`src/rtl/craft_pkg.sv`:
```
// Shared definitions for the CRAFT job controller: operand widths, FSM encoding,
// timeout defaults and the job operand payload.
package craft_pkg;

   localparam int unsigned PT_W            = 64;
   localparam int unsigned TW_W            = 64;
   localparam int unsigned KEY_W           = 128;
   localparam int unsigned CNT_W           = 12;
   localparam int unsigned TIMEOUT_DEFAULT = 4095;

   localparam logic [1:0] ST_IDLE   = 2'd0;
   localparam logic [1:0] ST_LAUNCH = 2'd1;
   localparam logic [1:0] ST_RUN    = 2'd2;
   localparam logic [1:0] ST_HOLD   = 2'd3;

   typedef struct packed {
      logic [PT_W-1:0]  plaintext;
      logic [TW_W-1:0]  tweak;
      logic [KEY_W-1:0] key;
   } craft_job_t;

endpackage

```
`src/rtl/craft_job_slot.sv`:
```
// One-entry valid/ready holding register for a pending CRAFT job (operands + tag).
module craft_job_slot
   import craft_pkg::*;
#(
   parameter int unsigned TAG_W = 4
) (
   input  logic             clk,
   input  logic             rst_n,
   input  logic             in_valid_i,
   output logic             in_ready_o,
   input  craft_job_t       in_job_i,
   input  logic [TAG_W-1:0] in_tag_i,
   input  logic             pop_i,
   output logic             pend_valid_o,
   output logic             pend_valid_nxt_c,
   output craft_job_t       pend_job_o,
   output logic [TAG_W-1:0] pend_tag_o
);

   logic             valid_q, valid_d;
   logic             ready_q;
   logic             push_c;
   craft_job_t       job_q;
   logic [TAG_W-1:0] tag_q;

   // ready is held low through reset and rises on the first edge after release
   always_comb begin
      push_c  = in_valid_i & ready_q;
      valid_d = push_c | (valid_q & ~pop_i);
   end

   always_ff @(posedge clk or negedge rst_n) begin
      if (!rst_n) begin
         valid_q <= 1'b0;
         ready_q <= 1'b0;
         job_q   <= '0;
         tag_q   <= '0;
      end else begin
         valid_q <= valid_d;
         ready_q <= ~valid_d;
         if (push_c) begin
            job_q <= in_job_i;
            tag_q <= in_tag_i;
         end
      end
   end

   assign in_ready_o       = ready_q;
   assign pend_valid_o     = valid_q;
   assign pend_valid_nxt_c = valid_d;
   assign pend_job_o       = job_q;
   assign pend_tag_o       = tag_q;

endmodule

```
`src/rtl/craft_job_ctrl.sv`:
```
// Job controller for an external CRAFT encrypt core: buffers one job, launches the
// core, captures the result or a timeout error, and holds it for downstream.
module craft_job_ctrl
   import craft_pkg::*;
#(
   parameter int unsigned TIMEOUT_CYCLES = TIMEOUT_DEFAULT,
   parameter int unsigned TAG_W          = 4
) (
   input  logic              clk,
   input  logic              rst_n,
   input  logic              in_valid,
   output logic              in_ready,
   input  logic [PT_W-1:0]   in_plaintext,
   input  logic [TW_W-1:0]   in_tweak,
   input  logic [KEY_W-1:0]  in_key,
   input  logic [TAG_W-1:0]  in_tag,
   output logic              core_rst_n,
   output logic [PT_W-1:0]   core_plaintext,
   output logic [TW_W-1:0]   core_tweak,
   output logic [KEY_W-1:0]  core_key,
   input  logic              core_done,
   input  logic [PT_W-1:0]   core_ciphertext,
   output logic              out_valid,
   input  logic              out_ready,
   output logic [PT_W-1:0]   out_ciphertext,
   output logic [TAG_W-1:0]  out_tag,
   output logic              out_err,
   output logic              busy
);

   localparam logic [CNT_W-1:0] CNT_LAST = CNT_W'(TIMEOUT_CYCLES - 1);

   logic             pend_valid, pend_valid_nxt_c, pop_c, out_free_c;
   craft_job_t       pend_job;
   logic [TAG_W-1:0] pend_tag;

   logic [1:0]       state_q, state_d;
   logic [CNT_W-1:0] cnt_q, cnt_d;
   craft_job_t       op_q, op_d;
   logic [TAG_W-1:0] tag_q, tag_d;
   logic             core_rst_n_q, core_rst_n_d;
   logic             out_valid_q, out_valid_d;
   logic             out_err_q, out_err_d;
   logic [PT_W-1:0]  out_ct_q, out_ct_d;
   logic [TAG_W-1:0] out_tag_q, out_tag_d;
   logic             busy_q, busy_d;

   craft_job_slot #(.TAG_W(TAG_W)) u_slot (
      .clk              (clk),
      .rst_n            (rst_n),
      .in_valid_i       (in_valid),
      .in_ready_o       (in_ready),
      .in_job_i         ('{plaintext: in_plaintext, tweak: in_tweak, key: in_key}),
      .in_tag_i         (in_tag),
      .pop_i            (pop_c),
      .pend_valid_o     (pend_valid),
      .pend_valid_nxt_c (pend_valid_nxt_c),
      .pend_job_o       (pend_job),
      .pend_tag_o       (pend_tag)
   );

   always_comb begin
      state_d     = state_q;
      cnt_d       = cnt_q;
      op_d        = op_q;
      tag_d       = tag_q;
      out_valid_d = out_valid_q;
      out_err_d   = out_err_q;
      out_ct_d    = out_ct_q;
      out_tag_d   = out_tag_q;
      pop_c       = 1'b0;
      out_free_c  = ~out_valid_q | out_ready;

      if (out_valid_q && out_ready) out_valid_d = 1'b0;

      unique case (state_q)
         ST_IDLE: begin
            if (pend_valid) begin
               op_d    = pend_job;
               tag_d   = pend_tag;
               pop_c   = 1'b1;
               state_d = ST_LAUNCH;
            end
         end
         ST_LAUNCH: begin
            cnt_d   = '0;
            state_d = ST_RUN;
         end
         ST_RUN: begin
            // a completed core wins over a simultaneous timeout; both wait for a free output
            if (core_done && out_free_c) begin
               out_valid_d = 1'b1;
               out_err_d   = 1'b0;
               out_ct_d    = core_ciphertext;
               out_tag_d   = tag_q;
               state_d     = ST_HOLD;
            end else if ((cnt_q == CNT_LAST) && out_free_c) begin
               out_valid_d = 1'b1;
               out_err_d   = 1'b1;
               out_ct_d    = '0;
               out_tag_d   = tag_q;
               state_d     = ST_HOLD;
            end else if (cnt_q != CNT_LAST) begin
               cnt_d = cnt_q + CNT_W'(1);
            end
         end
         ST_HOLD: begin
            state_d = ST_IDLE;
         end
         default: begin
            state_d = ST_IDLE;
         end
      endcase

      core_rst_n_d = (state_d == ST_RUN) || (state_d == ST_HOLD);
      busy_d       = (state_d != ST_IDLE) || pend_valid_nxt_c;
   end

   always_ff @(posedge clk or negedge rst_n) begin
      if (!rst_n) begin
         state_q      <= ST_IDLE;
         cnt_q        <= '0;
         op_q         <= '0;
         tag_q        <= '0;
         core_rst_n_q <= 1'b0;
         out_valid_q  <= 1'b0;
         out_err_q    <= 1'b0;
         out_ct_q     <= '0;
         out_tag_q    <= '0;
         busy_q       <= 1'b0;
      end else begin
         state_q      <= state_d;
         cnt_q        <= cnt_d;
         op_q         <= op_d;
         tag_q        <= tag_d;
         core_rst_n_q <= core_rst_n_d;
         out_valid_q  <= out_valid_d;
         out_err_q    <= out_err_d;
         out_ct_q     <= out_ct_d;
         out_tag_q    <= out_tag_d;
         busy_q       <= busy_d;
      end
   end

   assign core_rst_n     = core_rst_n_q;
   assign core_plaintext = op_q.plaintext;
   assign core_tweak     = op_q.tweak;
   assign core_key       = op_q.key;
   assign out_valid      = out_valid_q;
   assign out_err        = out_err_q;
   assign out_ciphertext = out_ct_q;
   assign out_tag        = out_tag_q;
   assign busy           = busy_q;

endmodule

```
`config.mk`:
```
export PLATFORM = sky130hd
export DESIGN_NAME = craft_job_ctrl
export DESIGN_NICKNAME = d
export VERILOG_FILES = /design/src/rtl/craft_pkg.sv /design/src/rtl/craft_job_slot.sv /design/src/rtl/craft_job_ctrl.sv
export SDC_FILE = /design/constraint.sdc
export NUM_CORES = 1
export LEC_CHECK = 0
export BUFFER_PORTS_ARGS = -buffer_cell sky130_fd_sc_hd__buf_4
export CORE_AREA = 3 3 254 256
export CTS_CLUSTER_SIZE = 14
export DETAILED_ROUTE_END_ITERATION = 16
export DIE_AREA = 0 0 257 259
export PLACE_DENSITY_LB_ADDON = 0.2
export SLEW_MARGIN = 5
export SYNTH_ARGS = -nofsm -noshare
export SYNTH_HDL_FRONTEND = slang
export SYNTH_SLANG_ARGS = --single-unit
```
`constraint.sdc`:
```
create_clock -name clk -period 2.45 [get_ports clk]
set_input_delay 0.3675 -clock clk [delete_from_list [all_inputs] [get_ports clk]]
set_output_delay 0.3675 -clock clk [all_outputs]
set_load 0.05 [all_outputs]
```
# Yosys cells after proc, flatten, opt, wreduce, memory -nomap -nowiden
# Index checks and enable logic that the tools add are counted.
[word_totals]
ff_bits = 608
latch_bits = 0
ram_bits = 0
romBits = 0
inputBits = 329
elab_cells = 68
n_memories = 0
[op_classes]
add_sub_neg = 1
multipliers = 0
n_div = 0
n_lt_le_gt_ge = 0
eq_ne = 10
shift = 0
n_mux = 20
bitwise_logic = 7
n_reduce_logical = 12
[ops]
columns = ["op", "count"]
rows = [
  ["two-way mux 64 bit", 2],
  ["two-way mux 12 bit", 3],
  ["case mux 12 bit (2 select lines)", 1],
  ["adder 12 x 1 -> 12 bit, second input constant", 1],
  ["== test 12 bit, second input constant", 1],
  ["!= test 12 bit, second input constant", 1],
  ["== test 2 bit, second input constant", 4],
  ["two-way mux 1 bit", 8],
  ["two-way mux 4 bit", 2],
  ["case mux 2 bit (4 select lines)", 1],
  ["two-way mux 2 bit", 3],
  ["!= test 2 bit, second input constant", 3],
  ["nonzero test 2 bit", 3],
  ["AND reduction 2 bit", 2],
  ["AND reduction 4 bit", 1],
  ["logical AND 1 bit", 3],
  ["NOT 1 bit", 3],
  ["bitwise AND 1 bit", 2],
  ["== test 2 x 1 -> 1 bit, second input constant", 1],
  ["zero test 2 bit", 1],
  ["logical OR 1 bit", 2],
  ["OR 1 bit", 2],
]

# Logic depth before layout (Yosys ltp)
[logic_depth]
word_depth = 8
mapped_depth = 8
mapped_depth_nobuf = 6

# By module
# A second synthesis with hierarchy kept.
[unflattened]
cells_unflattened = 1366
area_unflattened_um2 = 23547.6
[modules_own_cells]
columns = ["module", "instances", "cells_each", "area_each_um2", "seq_area_each_um2"]
rows = [
  ["craft_job_ctrl", 1, 810, 12997.5, 8633.3],
  ["craft_job_slot", 1, 556, 10550.1, 6556.3],
]

# Worst setup path after synthesis
# No wires, ideal clock.
[synth_path]
path_kind = "reg-to-reg"
from = "register, netlist name core_rst_n"
to = "register op_q, in the netlist core_key[100]"
setup_ns = 0.125
arrival_time_ns = 2.004
t_required_ns = 2.325
setup_slack_ns = 0.321
path_stages_with_launch = 8
n_path_buf = 3
synth_period_minus_slack_ns = 2.129
cell_sequence = "dfrtp_1 inv_1 ha_1 and2_1 buf_2 clkbuf_1 buf_2 mux2_2"
[synth_lines]
columns = ["item", "line_no", "source"]
rows = [
  ["end signal, assigned", "craft_job_ctrl.sv:134", "op_q <= op_d;"],
  ["end, declared", "craft_job_ctrl.sv:39", "craft_job_t op_q, op_d;"],
]

# Worst setup path in the final report
[layout_path]
from = "register cnt_q[0]"
to = "register out_ct_q[32] (netlist: out_ciphertext[32])"
[layout_via]
elab_chain_cells = 4
[layout_rtl]
columns = ["item", "line_no", "source"]
rows = [
  ["start, declared", "craft_job_ctrl.sv:38", "logic [CNT_W-1:0] cnt_q, cnt_d;"],
  ["start signal, assigned", "craft_job_ctrl.sv:133", "cnt_q <= cnt_d;"],
  ["== test 12 bit", "craft_job_ctrl.sv:97", "end else if ((cnt_q == CNT_LAST) && out_free_c) begin"],
  ["logical AND 1 bit", "craft_job_ctrl.sv:97", ""],
  ["nonzero test 2 bit (no source line)", "--", ""],
  ["AND reduction 2 bit (no source line)", "--", ""],
  ["end signal, assigned", "craft_job_ctrl.sv:139", "out_ct_q <= out_ct_d;"],
  ["end, declared", "craft_job_ctrl.sv:44", "logic [PT_W-1:0] out_ct_q, out_ct_d;"],
]
# No other way between the ends.
# A chain may end at the register's enable or synchronous reset.

==> out/qor.csv <==
metric,value,unit
status,completed,
"Design Area, Final",34560,um2
RSZ-0062 raised after global routing,no,
via count,15600,
hold crit path type,in -> reg,
gr usage total,19.71,%
Flop pwr share,33.4,%
Core Region,62740,um2
Worst R2R Setup Slack,320,ps
first-pass GRT wire length,102.7,mm
grt ovf,0,
Comb pwr share,47.8,%
Reg area,15190,um2
Initial Utilization,36.11,%
drt total wl,66.28,mm
Final Max Tran Viols,0,
slowest stage cell on the critical path,o211ai_4,
CTS tree,built,
Setup-failing EPs final,0,
CP endpoint kind,flip-flop,
vias in the first global route,17330,
Clock Sinks,607,
Post-Syn Instances,1366,
Multi-input gate area,7111,um2
Starting DRT DRC Count,589,
number of fill cells,5116,
std cell rows,92,
FF-to-FF path depth,7,
Pwr Density,1549,nW/um2
CP Cell Sequence,inv_1 > ha_1 > nand3_1 > nor3_4 > o211ai_4 > buf_12 > a22o_1,
Via density,4.718,
layout cells sized above 1,55.26,%
Chip Width,257,um
Achievable Freq,0.4690,GHz
Final Cycle Share,87.03,%
DIE HEIGHT,259,um
setup repair bufs after CTS,0,
Detail Route Antenna Nets,0,
Ys Warns,0,
Final Hold Fails,0,
cts bufs inserted,69,
Worst Skew,19.93,ps
Skew-Pair Late Insertion Delay,600,ps
largest net degree at the start of global routing,80,
Post-Place Cell Area,29090,um2
Crit path largest cell delay,570,ps
Critical Path RT,2970,ps
post-synthesis register bit count,607,
IO Port Bufs,657,
Nets,2738,
top_reg_cell synth,dfrtp_1,
Clk network pwr share,18.8,%
final RePlAce weighted congestion,0.8595,
CTS resizes,0,
wire per inst,20.04,um
I/O pin total,658,
Max-Slew Margin vs Limit,52.78,%
1st-pass router iterations,4,
area of the mapped netlist,22660,um2
H-tree Lvls,3,
TNS Setup,0,ps
final core occ,55.09,%
Cell variety after synth,36,
CP arrival,2650,ps
Worst Setup EP,out_ciphertext[32]$_DFFE_PN0P_,
P_leak,15.83,nW
Final min period,2132,ps
Max Cap Viol,0,
Psw,0.02230,W
Synth async-reset ratio,100.0,%
die area,66560,um2
Worst Setup SP,cnt_q[0]$_DFFE_PN0P_,
P_int,0.03125,W
mean area per synthesized cell,16.59,um2
DP Wirelength,47.02,mm
CTS clock-pin slew for the worst setup and hold paths,60,ps
clock buffer depth,3,
reg-to-reg startpoint,cnt_q[0]$_DFFE_PN0P_,
peak supply drop,912.1,uV
sequential area share after synthesis,67.05,%
Setup crit start kind,flip-flop,
cts hold-fix bufs,323,
CP Class,reg -> reg,
syn_nets,1700,
Reg-to-Reg End,out_ciphertext[32]$_DFFE_PN0P_,
CP max FO,53,
Switching Fraction,41.64,%
Slew @ Worst Pin,705.0,ps
# DRC,0,
CTS root buffer,clkbuf_16,
Syn-to-layout area delta,52.55,%
initial antenna violation count,7,
hold slack,44.90,ps
"EDFF count, synth",0,
cell usage after synthesis (3+ instances only):
cell type    n  area, um2
or4_1        5      37.54
mux2_2     522       5878
a21oi_1      9      45.04
nand3_1      4      20.02
buf_6        3      33.78
mux2_4       4      60.06
and2_1       3      18.77
a22o_1      65      569.3
nand4_1      4      25.02
inv_1        8      30.03
buf_1        4      15.01
clkbuf_1    24      90.09
nand2_1     11      41.29
or3_1        3      18.77
o31ai_1      6      45.04
dfrtp_1    607      15190
nor2_1       7      26.28
o211ai_1     3      22.52
ha_1         5      62.56
o21ai_0      7      35.03
buf_2       42      210.2
flip-flops by register name (all words and copies together) (netlist names):
| register | count |
|---|---|
| cnt_q | 12 |
| busy | 1 |
| tag_q | 4 |
| out_tag | 4 |
| u_slot.pend_tag_o | 4 |
| state_q | 1 |
| out_valid | 1 |
| out_ciphertext | 64 |
| u_slot.pend_job_o | 256 |
| u_slot.pend_valid_o | 1 |
| core_rst_n | 1 |
| core_tweak | 64 |
| core_plaintext | 64 |
| out_err | 1 |
| u_slot.in_ready_o | 1 |
| core_key | 128 |
cell usage in the layout, fill, tap and decap left out, types with 11 or more instances in the layout:
cell type      synthesis  final
buf_4                  0    691
buf_12                 0     25
clkbuf_1              24     16
a22o_1                65     65
clkinv_2               0     12
clkbuf_16              0     70
dlygate4sd3_1          0    323
mux2_2               522    522
clkbuf_8               0     11
dfrtp_1              607    607
critical path, delay by kind of cell, from the launching register on:
kind	cells	cell delay, ps
AOI/OAI and AO/OA	2	770
adders and majority gates	1	210
buffers and inverters	2	400
DFF	1	450
and+or+nand+nor	2	210
per-layer routing:
metal	wire length, um	share of wire, %	track usage (%)
met3	4677	7.1	6.282
met5	13	0.020	0
met1	24480	37	21.79
met2	34850	53	35.58
met4	2252	3.4	7.024
final cells by class:
cell class                      count  area share (%)
Tap cell                          846           3.063
Inverter                            8         0.08689
Clock buffer                       97           5.680
Sequential cell                   607           43.95
Clock inverter                     24          0.7385
Antenna cell                        7         0.05068
Timing Repair Buffer             1040           25.86
Multi-Input combinational cell    678           20.57
cells by family after synthesis:
| group | synth area share, % |
|---|---|
| buffers and inverters | 1.673 |
| flip-flops | 67.05 |
| AND/OR/NAND/NOR | 1.199 |
| multiplexers | 26.30 |
| AO/OA/AOI/OAI | 3.507 |
| adder cells (fa/ha/maj) | 0.2761 |
worst min path at each step:
| stage | start | endpoint | slack, ps | cells after the start |
|---|---|---|---|---|
| 4_1_cts | in_key[15] | u_slot.pend_job_o[15]$_DFFE_PN0P_ | 5 | 2 |
| 3_3_place_gp | rst_n | out_ciphertext[46]$_DFFE_PN0P_ | 330 | 1 |
| 3_5_place_dp | rst_n | out_ciphertext[46]$_DFFE_PN0P_ | 340 | 1 |
| 2_1_floorplan | rst_n | busy$_DFF_PN0_ | 70 | 0 |
| 5_1_grt | in_key[15] | u_slot.pend_job_o[15]$_DFFE_PN0P_ | 10 | 2 |
| 6_report | in_key[15] | u_slot.pend_job_o[15]$_DFFE_PN0P_ | 40 | 2 |
metrics by stage:
step                power, W  instances  setup WS [ps]
floorplan            0.03467       1366          320.9
global placement     0.04273       2856          406.1
detailed placement   0.04333       2856          334.2
CTS                  0.05411       3300          320.3
global route         0.05607       3303          148.3
finish               0.05355       3307          317.8
power by group through the flow:
stage | clock (W) | sequential [W] | combinational [W]
detailed placement | 0 | 0.0180 | 0.0254
floorplan | 0 | 0.0269 | 0.00780
finish | 0.0101 | 0.0179 | 0.0256
global route | 0.0108 | 0.0185 | 0.0268
global placement | 0 | 0.0178 | 0.0250
CTS | 0.0104 | 0.0179 | 0.0259
Power figures use the tool's default switching activity.
